$ cat src/rtl/sensor_seq_pkg.sv
`default_nettype none
// ============================================================================
// sensor_seq_pkg : command-word layout, opcodes and FSM states of the sequencer
// Rev 1.0
// ============================================================================
package sensor_seq_pkg;

    localparam int CMD_W   = 34;
    localparam int OP_HI   = 33;
    localparam int OP_LO   = 32;
    localparam int ADDR_HI = 31;
    localparam int ADDR_LO = 16;
    localparam int DATA_HI = 15;
    localparam int DATA_LO = 8;
    localparam int MASK_HI = 7;
    localparam int MASK_LO = 0;

    typedef enum logic [1:0] {
        OP_WRITE = 2'b00,
        OP_DELAY = 2'b01,
        OP_POLL  = 2'b10,
        OP_END   = 2'b11
    } op_e;

    typedef enum logic [3:0] {
        S_PWDN   = 4'd0,
        S_RST    = 4'd1,
        S_BOOT   = 4'd2,
        S_FETCH  = 4'd3,
        S_DECODE = 4'd4,
        S_REQ    = 4'd5,
        S_WAIT   = 4'd6,
        S_DLY    = 4'd7,
        S_DONE   = 4'd8,
        S_ERR    = 4'd9
    } state_e;

    function automatic int max4(input int a, input int b, input int c, input int d);
        int m;
        m = a;
        if (b > m) m = b;
        if (c > m) m = c;
        if (d > m) m = d;
        return m;
    endfunction

endpackage
`default_nettype wire

$ cat src/rtl/sensor_reg_seq_timer.sv
`default_nettype none
// ============================================================================
// seq_timer : loadable down-counter with done flag and nested millisecond prescaler
// Rev 1.0
// ============================================================================
module seq_timer #(
    parameter int TW       = 20,
    parameter int MS_CYC   = 50000,
    parameter int INIT_CYC = 65536
)(
    input  logic          Clk,
    input  logic          Rst_n,
    input  logic          i_load,
    input  logic          i_ms_mode,
    input  logic [TW-1:0] i_cyc_val,
    input  logic [15:0]   i_ms_val,
    output logic          o_done
);

    localparam logic [TW-1:0] c_MS_RELOAD = TW'(MS_CYC - 1);
    localparam logic [TW-1:0] c_INIT      = TW'(INIT_CYC - 1);

    logic [TW-1:0] r_cnt;
    logic [15:0]   r_ms;

    // A load of N keeps the caller in its state for exactly N clocks;
    // in ms mode r_cnt is the per-millisecond prescaler and r_ms the outer count.
    always_ff @(posedge Clk or negedge Rst_n) begin
        if (!Rst_n) begin
            r_cnt <= c_INIT;
            r_ms  <= '0;
        end else if (i_load) begin
            if (i_ms_mode) begin
                r_cnt <= (i_ms_val == 16'd0) ? '0 : c_MS_RELOAD;
                r_ms  <= (i_ms_val == 16'd0) ? '0 : i_ms_val - 16'd1;
            end else begin
                r_cnt <= (i_cyc_val == '0) ? '0 : i_cyc_val - 1'b1;
                r_ms  <= '0;
            end
        end else if (r_cnt != '0) begin
            r_cnt <= r_cnt - 1'b1;
        end else if (r_ms != '0) begin
            r_ms  <= r_ms - 16'd1;
            r_cnt <= c_MS_RELOAD;
        end
    end

    assign o_done = (r_cnt == '0) && (r_ms == '0);

endmodule
`default_nettype wire

$ cat src/rtl/sensor_reg_seq.sv
`default_nettype none
// ============================================================================
// sensor_reg_seq : table-driven power-up and register-load sequencer for I2C/SCCB sensors
// Rev 1.0
// ============================================================================
module sensor_reg_seq
    import sensor_seq_pkg::*;
#(
    parameter logic [7:0] DEVICE_ID = 8'h78,
    parameter bit         ADDR16    = 1'b1,
    parameter int         ROM_AW    = 8,
    parameter int         PWDN_CYC  = 65536,
    parameter int         RST_CYC   = 50176,
    parameter int         BOOT_CYC  = 1000000,
    parameter int         MS_CYC    = 50000,
    parameter int         MAX_RETRY = 3,
    parameter int         POLL_MAX  = 255
)(
    input  logic              Clk,
    input  logic              Rst_n,
    input  logic              Start,
    output logic              camera_pwdn,
    output logic              camera_rst_n,
    output logic [ROM_AW-1:0] rom_addr,
    input  logic [CMD_W-1:0]  rom_q,
    output logic              wrreg_req,
    output logic              rdreg_req,
    output logic              addr_mode,
    output logic [7:0]        device_id,
    output logic [15:0]       reg_addr,
    output logic [7:0]        wrdata,
    input  logic [7:0]        rddata,
    input  logic              RW_Done,
    input  logic              ack,
    output logic              Init_Done,
    output logic              Init_Err,
    output logic [ROM_AW-1:0] err_index
);

    localparam int c_TW = $clog2(max4(PWDN_CYC, RST_CYC, BOOT_CYC, MS_CYC) + 1);
    localparam int c_RW = $clog2(MAX_RETRY + 2);
    localparam int c_PW = $clog2(POLL_MAX + 1);

    localparam logic [c_TW-1:0] c_PWDN_VAL   = c_TW'(PWDN_CYC);
    localparam logic [c_TW-1:0] c_RST_VAL    = c_TW'(RST_CYC);
    localparam logic [c_TW-1:0] c_BOOT_VAL   = c_TW'(BOOT_CYC);
    localparam logic [c_RW-1:0] c_RETRY_LAST = c_RW'(MAX_RETRY);
    localparam logic [c_PW-1:0] c_POLL_LAST  = c_PW'(POLL_MAX - 1);

    state_e            r_state, w_state_nxt;
    op_e               r_op;
    logic [ROM_AW-1:0] r_rom_addr, r_err_index;
    logic [15:0]       r_reg_addr;
    logic [7:0]        r_data, r_mask;
    logic [c_RW-1:0]   r_retry;
    logic [c_PW-1:0]   r_poll;

    logic              w_tmr_load, w_tmr_ms, w_tmr_done;
    logic [c_TW-1:0]   w_tmr_cyc;
    logic              w_advance, w_retry_inc, w_poll_inc, w_match;
    logic [15:0]       w_dec_addr;

    assign w_match    = ((rddata & r_mask) == (r_data & r_mask));
    assign w_dec_addr = ADDR16 ? rom_q[ADDR_HI:ADDR_LO] : {8'h00, rom_q[ADDR_LO+7:ADDR_LO]};

    seq_timer #(
        .TW       (c_TW),
        .MS_CYC   (MS_CYC),
        .INIT_CYC (PWDN_CYC)
    ) u_timer (
        .Clk       (Clk),
        .Rst_n     (Rst_n),
        .i_load    (w_tmr_load),
        .i_ms_mode (w_tmr_ms),
        .i_cyc_val (w_tmr_cyc),
        .i_ms_val  ({rom_q[DATA_HI:DATA_LO], rom_q[MASK_HI:MASK_LO]}),
        .o_done    (w_tmr_done)
    );

    always_comb begin
        w_state_nxt = r_state;
        w_tmr_load  = 1'b0;
        w_tmr_ms    = 1'b0;
        w_tmr_cyc   = '0;
        w_advance   = 1'b0;
        w_retry_inc = 1'b0;
        w_poll_inc  = 1'b0;
        case (r_state)
            S_PWDN: if (w_tmr_done) begin
                w_state_nxt = S_RST;
                w_tmr_load  = 1'b1;
                w_tmr_cyc   = c_RST_VAL;
            end
            S_RST: if (w_tmr_done) begin
                w_state_nxt = S_BOOT;
                w_tmr_load  = 1'b1;
                w_tmr_cyc   = c_BOOT_VAL;
            end
            S_BOOT:  if (w_tmr_done) w_state_nxt = S_FETCH;
            S_FETCH: w_state_nxt = S_DECODE;
            S_DECODE: begin
                case (op_e'(rom_q[OP_HI:OP_LO]))
                    OP_END:   w_state_nxt = S_DONE;
                    OP_DELAY: begin
                        w_state_nxt = S_DLY;
                        w_tmr_load  = 1'b1;
                        w_tmr_ms    = 1'b1;
                    end
                    default:  w_state_nxt = S_REQ;
                endcase
            end
            S_REQ: w_state_nxt = S_WAIT;
            // A NACK consumes a retry; an acked read that misses consumes a poll attempt.
            S_WAIT: if (RW_Done) begin
                if (ack) begin
                    if (r_retry == c_RETRY_LAST) begin
                        w_state_nxt = S_ERR;
                    end else begin
                        w_retry_inc = 1'b1;
                        w_state_nxt = S_REQ;
                    end
                end else if ((r_op == OP_POLL) && !w_match) begin
                    if (r_poll == c_POLL_LAST) begin
                        w_state_nxt = S_ERR;
                    end else begin
                        w_poll_inc  = 1'b1;
                        w_state_nxt = S_REQ;
                    end
                end else begin
                    w_advance = 1'b1;
                end
            end
            S_DLY: if (w_tmr_done) w_advance = 1'b1;
            S_DONE, S_ERR: if (Start) begin
                w_state_nxt = S_PWDN;
                w_tmr_load  = 1'b1;
                w_tmr_cyc   = c_PWDN_VAL;
            end
            default: w_state_nxt = S_PWDN;
        endcase
        if (w_advance) w_state_nxt = (&r_rom_addr) ? S_DONE : S_FETCH;
    end

    always_ff @(posedge Clk or negedge Rst_n) begin
        if (!Rst_n) begin
            r_state     <= S_PWDN;
            r_op        <= OP_WRITE;
            r_rom_addr  <= '0;
            r_err_index <= '0;
            r_reg_addr  <= '0;
            r_data      <= '0;
            r_mask      <= '0;
            r_retry     <= '0;
            r_poll      <= '0;
        end else begin
            r_state <= w_state_nxt;
            if ((r_state == S_BOOT) && w_tmr_done) begin
                r_rom_addr <= '0;
            end else if (w_advance && !(&r_rom_addr)) begin
                r_rom_addr <= r_rom_addr + 1'b1;
            end
            if (r_state == S_DECODE) begin
                r_op       <= op_e'(rom_q[OP_HI:OP_LO]);
                r_reg_addr <= w_dec_addr;
                r_data     <= rom_q[DATA_HI:DATA_LO];
                r_mask     <= rom_q[MASK_HI:MASK_LO];
            end
            if (w_advance || (r_state == S_DECODE)) begin
                r_retry <= '0;
                r_poll  <= '0;
            end else if (w_retry_inc) begin
                r_retry <= r_retry + 1'b1;
            end else if (w_poll_inc) begin
                r_poll  <= r_poll + 1'b1;
                r_retry <= '0;
            end
            if ((w_state_nxt == S_ERR) && (r_state != S_ERR)) r_err_index <= r_rom_addr;
        end
    end

    assign camera_pwdn  = (r_state == S_PWDN);
    assign camera_rst_n = !((r_state == S_PWDN) || (r_state == S_RST));
    assign wrreg_req    = (r_state == S_REQ) && (r_op == OP_WRITE);
    assign rdreg_req    = (r_state == S_REQ) && (r_op == OP_POLL);
    assign rom_addr     = r_rom_addr;
    assign addr_mode    = ADDR16;
    assign device_id    = DEVICE_ID;
    assign reg_addr     = r_reg_addr;
    assign wrdata       = r_data;
    assign Init_Done    = (r_state == S_DONE);
    assign Init_Err     = (r_state == S_ERR);
    assign err_index    = r_err_index;

endmodule
`default_nettype wire

$ cat config.mk
export PLATFORM = sky130hd
export DESIGN_NAME = sensor_reg_seq
export DESIGN_NICKNAME = d
export VERILOG_FILES = /design/src/rtl/sensor_seq_pkg.sv /design/src/rtl/sensor_reg_seq_timer.sv /design/src/rtl/sensor_reg_seq.sv
export SDC_FILE = /design/constraint.sdc
export NUM_CORES = 1
export LEC_CHECK = 0
export CAP_MARGIN = 20
export CORE_AREA = 3 3 102 143
export DETAILED_ROUTE_END_ITERATION = 7
export DIE_AREA = 0 0 105 146
export PLACE_DENSITY = 0.68
export SETUP_SLACK_MARGIN = 0.3
export SYNTH_ARGS = -nofsm -noshare
export SYNTH_HDL_FRONTEND = slang
export SYNTH_SLANG_ARGS = --single-unit
$ cat constraint.sdc
create_clock -name Clk -period 2.8 [get_ports Clk]
set_clock_uncertainty 0.1 [all_clocks]
set_input_delay 0.56 -clock Clk [delete_from_list [all_inputs] [get_ports Clk]]
set_output_delay 0.56 -clock Clk [all_outputs]
set_load 0.05 [all_outputs]
* Word level (Yosys, flattened, before mapping) *
Index checks and enable logic that the tools add are counted.

storage, ports and cells
  input bits = 47
  bits in registers = 101

cells by class
  add/sub/neg operators = 7
  reduce and logical (&&, ||, !) cells = 30
  mux-type cells = 54
  bitwise gates (word level) = 2
  eq/ne operators = 19

operators with widths
  kind                                                                   count
  20-bit 2-to-1 mux                                                      6
  16-bit 2-to-1 mux                                                      7
  20-bit case mux with 3 select lines                                    1
  4-bit 2-to-1 mux                                                       11
  20-bit logical NOT                                                     2
  8-bit 2-to-1 mux                                                       5
  20-bit by 1-bit subtractor with 20-bit output (second input constant)  2
  4-bit case mux with 9 select lines                                     1
  16-bit logical NOT                                                     2
  16-bit by 1-bit subtractor with 16-bit output (second input constant)  2
  20-bit nonzero test                                                    1
  17-bit 2-to-1 mux                                                      1
  8-bit by 1-bit adder with 8-bit output (second input constant)         2
  8-bit bitwise AND                                                      2
  4-bit by 3-bit == test with 1-bit output (second input constant)       4
  1-bit 2-to-1 mux                                                       16
  16-bit nonzero test                                                    1
  4-bit == test (second input constant)                                  3
  3-bit 2-to-1 mux                                                       3
  4-bit by 2-bit == test with 1-bit output (second input constant)       2
  8-bit == test                                                          1
  8-bit == test (second input constant)                                  1
  4-bit case mux with 2 select lines                                     1
  8-bit AND reduction                                                    1
  18 further kinds                                                       34

* Depth between registers and ports, before layout *
  word-level depth = 11
  mapped depth = 12

* By module *
Synthesis repeated with hierarchy kept, for this count alone.

second synthesis, totals
  cells, all modules = 728
  area total of the unflattened synthesis = 6,448.7 um^2

by module, submodules not included
  module          area each (um^2)  cells an instance  instances
  sensor_reg_seq  3,349.5           366                1
  seq_timer       3,099.2           362                1

* Least setup slack after synthesis *
No wires, ideal clock.

  kind = register to output
  from = register r_state[0]
  to = output port wrreg_req
  required time = 2.140 ns
  cell stages (with the launch flop) = 5
  buffers on the path = 1
  arrival time = 1.963 ns
  setup slack = 0.177 ns
  cells stage by stage = dfrtp_1 clkbuf_1 nor2b_1 nand2_1 nor3_1

on the way
  word-level cells in the longest chain between the ends = 2

ends and longest elaborated chain
  item                                      RTL line               text
  start, declared                           sensor_reg_seq.sv:50   state_e r_state, w_state_nxt;
  start signal, assigned                    sensor_reg_seq.sv:156  r_state <= w_state_nxt;
  4-bit by 3-bit == test with 1-bit output  sensor_reg_seq.sv:183  assign wrreg_req = (r_state == S_REQ) && (r_op == OP_WRITE);
  1-bit logical AND                         sensor_reg_seq.sv:183
  end, declared                             sensor_reg_seq.sv:26   output logic wrreg_req,

No other way between the ends.

* Worst setup path in the final report *
  from = register u_timer.r_ms[8]
  to = register u_timer.r_cnt[15]

on the way
  word-level cells in the longest chain between the ends = 8
  elaborated cells between the ends (all ways) = 14

ends and longest elaborated chain
  item                                                                                 RTL line                                    text
  start, declared                                                                      sensor_reg_seq_timer.sv:24                  logic [15:0] r_ms;
  start signal, assigned                                                               sensor_reg_seq_timer.sv:35                  r_ms <= (i_ms_val == 16'd0) ? '0 : i_ms_val - 16'd1;
  start signal, assigned                                                               sensor_reg_seq_timer.sv:43                  r_ms <= r_ms - 16'd1;
  16-bit logical NOT                                                                   sensor_reg_seq_timer.sv:48                  assign o_done = (r_cnt == '0) && (r_ms == '0);
  1-bit logical AND                                                                    sensor_reg_seq_timer.sv:48
  20-bit 2-to-1 mux or 16-bit 2-to-1 mux (tied branches)                               sensor_reg_seq.sv:94, sensor_reg_seq.sv:89
  20-bit case mux with 3 select lines                                                  sensor_reg_seq.sv:88                        case (r_state)
  20-bit by 1-bit subtractor with 20-bit output or 20-bit logical NOT (tied branches)  sensor_reg_seq_timer.sv:37                  r_cnt <= (i_cyc_val == '0) ? '0 : i_cyc_val - 1'b1;
  20-bit 2-to-1 mux                                                                    sensor_reg_seq_timer.sv:37
  20-bit 2-to-1 mux                                                                    sensor_reg_seq_timer.sv:33                  if (i_ms_mode) begin
  20-bit 2-to-1 mux                                                                    sensor_reg_seq_timer.sv:32                  end else if (i_load) begin
  end signal, assigned                                                                 sensor_reg_seq_timer.sv:34                  r_cnt <= (i_ms_val == 16'd0) ? '0 : c_MS_RELOAD;
  end signal, assigned                                                                 sensor_reg_seq_timer.sv:37
  end signal, assigned                                                                 sensor_reg_seq_timer.sv:41                  r_cnt <= r_cnt - 1'b1;
  end, declared                                                                        sensor_reg_seq_timer.sv:23                  logic [TW-1:0] r_cnt;

Parallel ways exist; a longest one is shown, timed or not.
A chain may end at the register's enable or synchronous reset.

==> impl_results.md <==
- Status: finished, final reports clean
- Initial drt markers: 260
- Diode count: 0
- Library cells used by synthesis: 68
- Gpl congestion: 0.8964
- Area Growth Syn to Fin: 33.20%
- Asr flop ratio synth: 100.0%
- Gate Count Post-Synth: 625
- Crit path max-delay family: simple AND/OR/NAND/NOR gates
- Reg2reg start: u_timer.r_ms[8]
- Total wire length: 16.32 mm
- Nets@finish: 824
- Pwr dens: 393.6 mW/mm2
- Num ports: 102
- Vias in the first global route: 5,406
- Commonest cells in the netlist: 85 x dfrtp_1, 62 x nor2_1, 42 x a21oi_1, 42 x mux2_2, 40 x nand2_1
- Yosys top cell area share: 35.48%
- Largest net degree at the start of global routing: 102
- Worst slew pin tran: 0.6306 ns
- Max-cap violations: 0
- Yosys warning count: 0
- Top cells by area, synth: dfrtp_1 35%, mux2_2 7.9%, dfstp_2 7.0%
- DR vias/cell: 5.628
- Clock tree root driver cell: clkbuf_16
- Slew Viols, Final: 0
- PortBufs: 92
- Hold Slack: 0.1544 ns
- Worst R2R Path Depth: 7
- Crit. End Element: register
- Clock Latency Late Sink: 0.35 ns
- CTS Sinks: 101
- Share of cells above drive strength 1: 24.48%
- Critical Path Slowest Stage Cell: dfrtp_1
- Pwr Total: 3.144 mW
- Reg2reg end: u_timer.r_cnt[15]
- Die H: 146 um
- Sequential area share after synthesis: 42.49%
- Routed len/inst: 17.18 um
- CP max FO: 4
- Period utilization: 87.37%
- Worst Path Required: 2.94 ns
- Post-DRT Antenna Nets: 0
- Fillers: 1,180
- Setup-failing EPs final: 0
- Worst Setup Path Type: register to register
- CTS clk-pin slew, worst paths: 0.07 ns
- Final hold vios: 0
- Area leader, netlist: dfrtp_1
- Avg Cell Area, Syn: 9.593 um2
- CTS Buf Count: 9
- Die Footprint: 0.01533 mm2
- Core footprint: 0.01339 mm2
- Post-Syn Area: 0.005996 mm2
- Critical Path Start Type: register
- Total GRT Usage: 21.15%
- Initial antenna violation count: 0
- Most frequent cell after synthesis: dfrtp_1
- Hold buffers post-CTS: 0
- CP peak stage delay: 0.43 ns
- Remaining DRCs: 0
- Main synth FF type: dfrtp_1
- RSZ-0062 raised after global routing: true
- Starting Density: 44.79%
- Leakage: 3.491 nW
- Worst-path cell chain: nor4_2 -> and4_4 -> and4_4 -> nand2b_4 -> ha_2 -> ha_2 -> a2111oi_2
- Die W: 105 um
- First-pass GRT wire length: 26.65 mm
- CTS tree: yes
- Seq cells post-synth: 101
- H-tree Lvls: 3
- Row cnt: 50
- Crit path buf inv count: 0
- CTS max path bufs: 2
- Max VDD drop: 0.2392 mV
- Hold crit path type: primary input to asynchronous set/reset pin
- Final critical-path required period: 2.446 ns
- Max Clk Rate: 408.8 MHz
- Crit path DAT: 2.59 ns
- Slew headroom: 57.57%
- EDFF count, synth: 0
- Reg2reg setup slack: 0.35 ns
- Post-DP HPWL: 12.10 mm
- Via count: 5,347
- TritonRoute pass-1 iters: 5
- Grt ovf: 0
logic make-up after synthesis:
family          count (synthesis)  synth area share, %
flops                         101                42.49
xor+xnor                       40                5.843
compound gates                131                14.36
other cells                     2               0.1253
simple gates                  246                22.37
fa+ha+maj                      14                2.922
mux                            43                8.055
buf+inv                        48                3.840
metrics by stage:
stage / util [%] / setup TNS [ns] / area, um2 / setup slack, ns / instances
floorplan: - / 0 / 6035 / 0.3478 / 632
global placement: 55.97 / -0.1964 / 7493 / -0.02476 / 926
detailed placement: 55.97 / -0.3371 / 7493 / -0.04426 / 926
CTS: 58.40 / 0 / 7819 / 0.2804 / 942
global route: 59.65 / 0 / 7986 / 0.2233 / 950
finish: 59.65 / 0 / 7986 / 0.3538 / 950
area by class of cell:
class	instances	area, um2	area share (%)
multi-input cells	483	3353	41.99
flip-flops and latches	101	2551	31.94
repair buffers	154	1506	18.86
clock buffers	10	239.0	2.992
well taps	182	227.7	2.851
clock inverters	6	56.30	0.7050
inverters	14	52.55	0.6580
state kept, by name, indices dropped and copies added (netlist names):
name           cells
u_timer.r_cnt     20
u_timer.r_ms      16
r_retry            3
r_poll             8
reg_addr          16
r_state            4
rom_addr           8
r_mask             8
wrdata             8
r_op               2
err_index          8
power breakdown:
part           switching, mW  total, mW  leakage, nW  internal, mW
Sequential            0.0582       1.59         1.30          1.53
Clock                  0.600       1.24        0.146         0.644
Combinational          0.161      0.310         2.05         0.149
Total                  0.819       3.14         3.49          2.32
cells in the final DEF (no fill, tap or decap), types with 16 or more instances in the layout:
master,count
dfstp_2,16
clkdlybuf4s50_1,77
nand4_1,16
buf_4,60
xor2_1,27
nand3_1,26
nor3_1,21
dfrtp_1,82
a21oi_1,39
nand2_1,40
o21ai_0,22
nor2_1,60
mux2_2,41
worst max path at each step:
stage | depth (start not counted) | endpoint | startpoint
finish | 7 | u_timer.r_cnt[15] | u_timer.r_ms[8]
global placement | 9 | err_index[4] | rddata[6]
CTS | 10 | u_timer.r_cnt[15] | u_timer.r_ms[0]
global route | 8 | rom_addr[3] | u_timer.r_ms[0]
detailed placement | 9 | err_index[0] | rddata[7]
floorplan | 7 | err_index[0] | wrdata[7]
metal layers:
metal  global-route usage [%]  wire, um  vias up
li1                         -         -     2537
met1                    25.04      6526     2620
met2                    37.82      8546      164
met3                    4.305       906       26
met4                    7.354       345        0
met5                        0         0        -
what timing repair did:
item / 4_1_cts / 5_1_grt
pin swaps: 1 / 13
gates cloned: 0 / 1
gates resized for setup: 9 / 28
buffers inserted: 0 / 7
endpoints found under the setup margin: 15 / 37
endpoints found under the hold margin: 0 / 0
No activity file was read; power rests on OpenSTA's default activity.
